<file path="config.mk">
export PLATFORM = sky130hd
export DESIGN_NAME = multi_cycle_cu
export DESIGN_NICKNAME = d
export VERILOG_FILES = /design/src/rtl/multi_cycle_cu_pkg.sv /design/src/rtl/multi_cycle_cu_decode.sv /design/src/rtl/multi_cycle_cu.sv
export SDC_FILE = /design/constraint.sdc
export NUM_CORES = 1
export LEC_CHECK = 0
export CORE_UTILIZATION = 54
export DETAILED_ROUTE_END_ITERATION = 12
export MAX_ROUTING_LAYER = met4
export PLACE_DENSITY = 0.93
export RECOVER_POWER = 25
export SYNTH_ARGS = -nofsm -noshare
export SYNTH_HDL_FRONTEND = slang
export SYNTH_SLANG_ARGS = --single-unit
export TNS_END_PERCENT = 50
</file>
<file path="constraint.sdc">
create_clock -name CLK -period 3.9 [get_ports CLK]
set_clock_uncertainty 0.15 [all_clocks]
set_input_delay 0.585 -clock CLK [delete_from_list [all_inputs] [get_ports CLK]]
set_output_delay 0.585 -clock CLK [all_outputs]
set_load 0.05 [all_outputs]
</file>
<file path="src/rtl/multi_cycle_cu_pkg.sv">
// +--------------------------------------------------------------------------+
// | multi_cycle_cu_pkg : opcodes, FSM states, ALU/PC codes, decoded controls |
// | Rev 1.0                                                                  |
// +--------------------------------------------------------------------------+
`default_nettype none

package multi_cycle_cu_pkg;

  // Nine phases do not fit in three bits, so the state register is four wide.
  localparam int STATE_W = 4;

  typedef enum logic [STATE_W-1:0] {
    S_IF     = 4'd0,
    S_ID     = 4'd1,
    S_EXE_AL = 4'd2,
    S_EXE_BR = 4'd3,
    S_EXE_LS = 4'd4,
    S_MEM    = 4'd5,
    S_WB_AL  = 4'd6,
    S_WB_LD  = 4'd7,
    S_HALT   = 4'd8
  } state_e;

  localparam logic [5:0] OP_ADD  = 6'b000000;
  localparam logic [5:0] OP_ADDI = 6'b000001;
  localparam logic [5:0] OP_SUB  = 6'b000010;
  localparam logic [5:0] OP_ORI  = 6'b010000;
  localparam logic [5:0] OP_AND  = 6'b010001;
  localparam logic [5:0] OP_OR   = 6'b010010;
  localparam logic [5:0] OP_SLL  = 6'b011000;
  localparam logic [5:0] OP_SLTI = 6'b011011;
  localparam logic [5:0] OP_SW   = 6'b100110;
  localparam logic [5:0] OP_LW   = 6'b100111;
  localparam logic [5:0] OP_BEQ  = 6'b110000;
  localparam logic [5:0] OP_BNE  = 6'b110001;
  localparam logic [5:0] OP_J    = 6'b111000;
  localparam logic [5:0] OP_HALT = 6'b111111;

  localparam logic [2:0] ALU_ADD = 3'b000;
  localparam logic [2:0] ALU_SUB = 3'b001;
  localparam logic [2:0] ALU_SLL = 3'b010;
  localparam logic [2:0] ALU_OR  = 3'b011;
  localparam logic [2:0] ALU_AND = 3'b100;
  localparam logic [2:0] ALU_SLT = 3'b110;

  localparam logic [1:0] PC_SEQ = 2'b00;
  localparam logic [1:0] PC_BR  = 2'b01;
  localparam logic [1:0] PC_JMP = 2'b10;

  typedef enum logic [2:0] {
    C_NOP  = 3'd0,
    C_ALU  = 3'd1,
    C_BR   = 3'd2,
    C_LW   = 3'd3,
    C_SW   = 3'd4,
    C_J    = 3'd5,
    C_HALT = 3'd6
  } iclass_e;

  typedef struct packed {
    logic [2:0] alu_op;
    logic       alu_src_a;
    logic       alu_src_b;
    logic       ext_sel;
    logic       reg_dst;
    logic       db_data_src;
    logic       is_bne;
  } ctl_t;

endpackage

`default_nettype wire

</file>
<file path="src/rtl/multi_cycle_cu_decode.sv">
// +--------------------------------------------------------------------------+
// | multi_cycle_cu_decode : opCode -> instruction class and static controls  |
// | Rev 1.0                                                                  |
// +--------------------------------------------------------------------------+
`default_nettype none

module multi_cycle_cu_decode
  import multi_cycle_cu_pkg::*;
(
  input  logic [5:0] opCode_i,
  output iclass_e    cls_o,
  output ctl_t       ctl_o
);

  always_comb begin
    cls_o         = C_NOP;
    ctl_o         = '0;
    ctl_o.ext_sel = 1'b1;
    case (opCode_i)
      OP_ADD: begin
        cls_o         = C_ALU;
        ctl_o.alu_op  = ALU_ADD;
        ctl_o.reg_dst = 1'b1;
      end
      OP_ADDI: begin
        cls_o           = C_ALU;
        ctl_o.alu_op    = ALU_ADD;
        ctl_o.alu_src_b = 1'b1;
      end
      OP_SUB: begin
        cls_o         = C_ALU;
        ctl_o.alu_op  = ALU_SUB;
        ctl_o.reg_dst = 1'b1;
      end
      OP_ORI: begin
        cls_o           = C_ALU;
        ctl_o.alu_op    = ALU_OR;
        ctl_o.alu_src_b = 1'b1;
        ctl_o.ext_sel   = 1'b0;
      end
      OP_AND: begin
        cls_o         = C_ALU;
        ctl_o.alu_op  = ALU_AND;
        ctl_o.reg_dst = 1'b1;
      end
      OP_OR: begin
        cls_o         = C_ALU;
        ctl_o.alu_op  = ALU_OR;
        ctl_o.reg_dst = 1'b1;
      end
      OP_SLL: begin
        cls_o           = C_ALU;
        ctl_o.alu_op    = ALU_SLL;
        ctl_o.alu_src_a = 1'b1;
        ctl_o.reg_dst   = 1'b1;
      end
      OP_SLTI: begin
        cls_o           = C_ALU;
        ctl_o.alu_op    = ALU_SLT;
        ctl_o.alu_src_b = 1'b1;
      end
      OP_SW: begin
        cls_o           = C_SW;
        ctl_o.alu_op    = ALU_ADD;
        ctl_o.alu_src_b = 1'b1;
      end
      OP_LW: begin
        cls_o             = C_LW;
        ctl_o.alu_op      = ALU_ADD;
        ctl_o.alu_src_b   = 1'b1;
        ctl_o.db_data_src = 1'b1;
      end
      OP_BEQ: begin
        cls_o        = C_BR;
        ctl_o.alu_op = ALU_SUB;
      end
      OP_BNE: begin
        cls_o        = C_BR;
        ctl_o.alu_op = ALU_SUB;
        ctl_o.is_bne = 1'b1;
      end
      OP_J:    cls_o = C_J;
      OP_HALT: cls_o = C_HALT;
      default: cls_o = C_NOP;
    endcase
  end

endmodule

`default_nettype wire

</file>
<file path="src/rtl/multi_cycle_cu.sv">
// +--------------------------------------------------------------------------+
// | multi_cycle_cu : IF/ID/EXE/MEM/WB control FSM with retired-instr counter |
// | Option MEM_WAIT_EN: MEM stalls until memReady.            Rev 1.0        |
// +--------------------------------------------------------------------------+
`default_nettype none

module multi_cycle_cu
  import multi_cycle_cu_pkg::*;
#(
  parameter int CNT_W   = 16,
  parameter int STATE_W = multi_cycle_cu_pkg::STATE_W
) (
  input  logic               CLK,
  input  logic               Reset,
  input  logic [5:0]         opCode,
  input  logic               zero,
  input  logic               memReady,
  output logic               PCWre,
  output logic               IRWre,
  output logic               InsMemRW,
  output logic               ExtSel,
  output logic               RegDst,
  output logic               RegWre,
  output logic [2:0]         ALUOp,
  output logic               ALUSrcA,
  output logic               ALUSrcB,
  output logic [1:0]         PCSrc,
  output logic               mRD,
  output logic               mWR,
  output logic               DBDataSrc,
  output logic [STATE_W-1:0] state,
  output logic [CNT_W-1:0]   instCount
);

  state_e           state_q, state_d;
  iclass_e          id_cls, cls_q;
  ctl_t             id_ctl, ctl_q;
  logic [CNT_W-1:0] cnt_q;
  logic             mem_done;
  logic             br_taken;

  multi_cycle_cu_decode u_decode (
    .opCode_i (opCode),
    .cls_o    (id_cls),
    .ctl_o    (id_ctl)
  );

`ifdef MEM_WAIT_EN
  assign mem_done = memReady;
`else
  logic unused_mem_ready;
  assign unused_mem_ready = memReady;
  assign mem_done         = 1'b1;
`endif

  assign br_taken = ctl_q.is_bne ? ~zero : zero;

  always_comb begin
    state_d = state_q;
    case (state_q)
      S_IF: state_d = S_ID;
      S_ID: begin
        case (id_cls)
          C_ALU:       state_d = S_EXE_AL;
          C_BR:        state_d = S_EXE_BR;
          C_LW, C_SW:  state_d = S_EXE_LS;
          C_HALT:      state_d = S_HALT;
          default:     state_d = S_IF;
        endcase
      end
      S_EXE_AL: state_d = S_WB_AL;
      S_EXE_BR: state_d = S_IF;
      S_EXE_LS: state_d = S_MEM;
      S_MEM: begin
        if (mem_done) state_d = (cls_q == C_LW) ? S_WB_LD : S_IF;
      end
      S_WB_AL, S_WB_LD: state_d = S_IF;
      S_HALT:  state_d = S_HALT;
      default: state_d = S_IF;
    endcase
  end

  // Enables are gated by Reset so they drop the moment reset asserts.
  always_comb begin
    PCWre  = 1'b0;
    IRWre  = 1'b0;
    RegWre = 1'b0;
    mRD    = 1'b0;
    mWR    = 1'b0;
    PCSrc  = PC_SEQ;
    if (Reset) begin
      case (state_q)
        S_IF: IRWre = 1'b1;
        S_ID: begin
          if (id_cls == C_J || id_cls == C_NOP) PCWre = 1'b1;
          if (id_cls == C_J) PCSrc = PC_JMP;
        end
        S_EXE_BR: begin
          PCWre = 1'b1;
          PCSrc = br_taken ? PC_BR : PC_SEQ;
        end
        S_MEM: begin
          mRD   = (cls_q == C_LW);
          mWR   = (cls_q == C_SW);
          PCWre = (cls_q == C_SW) & mem_done;
        end
        S_WB_AL, S_WB_LD: begin
          RegWre = 1'b1;
          PCWre  = 1'b1;
        end
        default: ;
      endcase
    end
  end

  // Static controls are captured at the end of ID and held through WB.
  always_ff @(posedge CLK or negedge Reset) begin
    if (!Reset) begin
      state_q <= S_IF;
      cls_q   <= C_NOP;
      ctl_q   <= '0;
      cnt_q   <= '0;
    end else begin
      state_q <= state_d;
      if (state_q == S_ID) begin
        cls_q <= id_cls;
        ctl_q <= id_ctl;
      end
      if (PCWre) cnt_q <= cnt_q + CNT_W'(1);
    end
  end

  assign InsMemRW  = 1'b0;
  assign ALUOp     = ctl_q.alu_op;
  assign ALUSrcA   = ctl_q.alu_src_a;
  assign ALUSrcB   = ctl_q.alu_src_b;
  assign ExtSel    = ctl_q.ext_sel;
  assign RegDst    = ctl_q.reg_dst;
  assign DBDataSrc = ctl_q.db_data_src;
  assign state     = STATE_W'(state_q);
  assign instCount = cnt_q;

endmodule

`default_nettype wire

</file>
==> results.json <==
{
  "place_ws_ns": 0.445,
  "p_total_mw": 1.55,
  "maxSlewHeadroom_pct": 53.0,
  "power.leakage_nw": 1.15,
  "drive_gt1_share_pct": 12.4,
  "worst_setup_path_end_kind": "primary output",
  "grt_max_degree": 25,
  "num_vias": 1749,
  "hold_path.startpoint": "instCount[15]",
  "fmaxAchievable_ghz": 0.287,
  "ys_seq_area_share_pct": 39.1,
  "r2r_start": "state[1]",
  "path_clk_slew_ns": 0.07,
  "hold_viol": 0,
  "cts.sinks": 32,
  "yosysUniqueCellTypes": 53,
  "cts_buffers": 5,
  "cp_slowest_cell": "clkdlybuf4s50_1",
  "wirelength_mm": 4.39,
  "core_area_um2": 3660,
  "cts_setup_buffers": 0,
  "cts_tree": "yes",
  "cp.required_ns": 3.16,
  "track_usage_pct": 25.4,
  "fin_ws_ns": 0.419,
  "ir_drop_mv": 0.386,
  "gp_congestion": 0.905,
  "path_cells": "clkdlybuf4s50_1, nor4bb_1, a31o_1, a221oi_2, nand4b_4, nand2_1, buf_12",
  "final_common_cell": "clkdlybuf4s50_1",
  "max_stage_delay_ns": 0.84,
  "synth-seq-cells": 32,
  "port_buffers": 43,
  "arrival_ns": 2.75,
  "hold_path.class": "flip-flop to flip-flop",
  "dieArea_um2": 4040,
  "syn-mean-instance-area_um2": 9.30,
  "layout_common_cells": "clkdlybuf4s50_1, dfrtp_1, nand2_1",
  "cts_hold_buf": 0,
  "ant_nets": 0,
  "syn_inst": 220,
  "synth_warnings": 0,
  "cts.repair.resized": 0,
  "n_antenna_cell": 0,
  "dp_hpwl_mm": 3.22,
  "cts_buffer_depth": 2,
  "grt_pass1_wl_mm": 7.76,
  "post-route-min-period_ns": 3.48,
  "htree_levels": 2,
  "setup_violations": 0,
  "start_util_pct": 55.9,
  "cp_max_fo": 17,
  "row_count": 22,
  "antenna_found_initial": 0,
  "io_pins": 46,
  "area_delta_synth_final_pct": 28.8,
  "synthFlopType": "dfrtp_1",
  "clock_latency_ns": 0.29,
  "worst-setup-path-type": "input pin to primary output",
  "startpoint_type": "input pin",
  "slew_violations": 0,
  "wire_per_inst_um": 14.3,
  "overflow": 0,
  "worstMarginPinSlew_ns": 0.705,
  "first_pass_iters": 4,
  "min_period_over_period_pct": 89.2,
  "maxCapViolCount": 0,
  "synth_edf_count": 0,
  "tns_ns": 0,
  "synth_nets": 231,
  "synth_area_um2": 2050,
  "async_reset_ff_share_pct": 100,
  "grt_pass1_vias": 1640,
  "viasPerCell": 5.72,
  "worstSetupStartpoint": "opCode[3]",
  "dieHeight_um": 63.6,
  "remaining_drc_errors": 0,
  "fin_nets": 268,
  "drt-initial-drc-count": 109,
  "p_per_area_nw_per_um2": 588,
  "clock-root-buffer": "clkbuf_8",
  "die_width_um": 63.6,
  "status": "finished clean",
  "rsz0062_at_grt": "false"
}
==> worst max-delay path: cells and delay by family <==
kind	cells	cell delay, ns
AO/OA/AOI/OAI	2	0.60
buffers and inverters	2	1.01
AND/OR/NAND/NOR	3	0.53
==> flip-flops by register name, indices dropped and copies added, names as in the netlist <==
signal	flops
ALUOp	3
cls_q	3
DBDataSrc	1
state	4
ExtSel	1
instCount	16
ALUSrcA	1
RegDst	1
ctl_q	1
ALUSrcB	1
==> cell families after synthesis <==
logic type | synth area share [%]
DFF | 39.1
buffers and inverters | 7.33
adders and majority gates | 0.611
other | 0.183
muxes | 0.550
AOI/OAI and AO/OA | 18.8
xor gates and xnor gates | 9.84
and+or+nand+nor | 23.6
==> synthesized netlist by cell type, types with 4 or more instances <==
cell | count | area [um2]
nand2_1 | 27 | 101
o21ai_0 | 10 | 50.1
inv_1 | 5 | 18.8
buf_4 | 6 | 45.0
buf_6 | 4 | 45.0
and3_1 | 5 | 31.3
and2_1 | 4 | 25.0
nor3_1 | 9 | 45.0
a21oi_1 | 12 | 60.1
clkbuf_1 | 7 | 26.3
dfrtp_1 | 32 | 801
nor2_1 | 7 | 26.3
a211oi_1 | 4 | 30.0
xor2_1 | 17 | 149
nand3_1 | 12 | 60.1
xnor2_1 | 6 | 52.6
==> routing by layer <==
layer	GRT usage (%)	wire (um)	vias up
li1	-	-	855
met1	33.2	2030	838
met2	37.5	2100	46
met3	5.43	173	10
met4	11.9	80	0
met5	-	0	-
==> path summary, 6_finish.rpt <==
path / end / slack [ns] / cells past startpoint
max in group asynchronous: RegDst / 2.55 / 2
min: instCount[15] / 0.32 / 1
max reg2reg: instCount[9] / 1.41 / 7
min in group asynchronous: instCount[4] / 0.59 / 2
min reg2reg: instCount[15] / 0.32 / 1
max: PCWre / 0.42 / 7
==> per-stage QoR <==
stage / utilization [%] / instance area [um2] / hold WS, ns / cells
finish: 72.0 / 2640 / 0.318 / 306
global route: 72.0 / 2640 / 0.347 / 306
CTS: 72.1 / 2640 / 0.323 / 306
detailed placement: 69.1 / 2530 / 0.311 / 298
global placement: 69.1 / 2530 / 0.306 / 298
floorplan: - / 2050 / 0.139 / 220
==> final cells by class <==
type,instances,area [um2]
clock buffer,5,68.8
clock inverter,3,42.5
fill,272,1020
inverter,5,18.8
multi-input combinational,163,1100
sequential,32,801
tap,48,60.1
timing repair buffer,50,549
==> power by group <==
group | leakage, nW | total (mW) | internal (mW) | switching [mW]
clock | 0.0541 | 0.320 | 0.189 | 0.131
sequential | 0.425 | 0.489 | 0.401 | 0.0879
combinational | 0.670 | 0.742 | 0.260 | 0.482
Power figures use the tool's default switching activity.
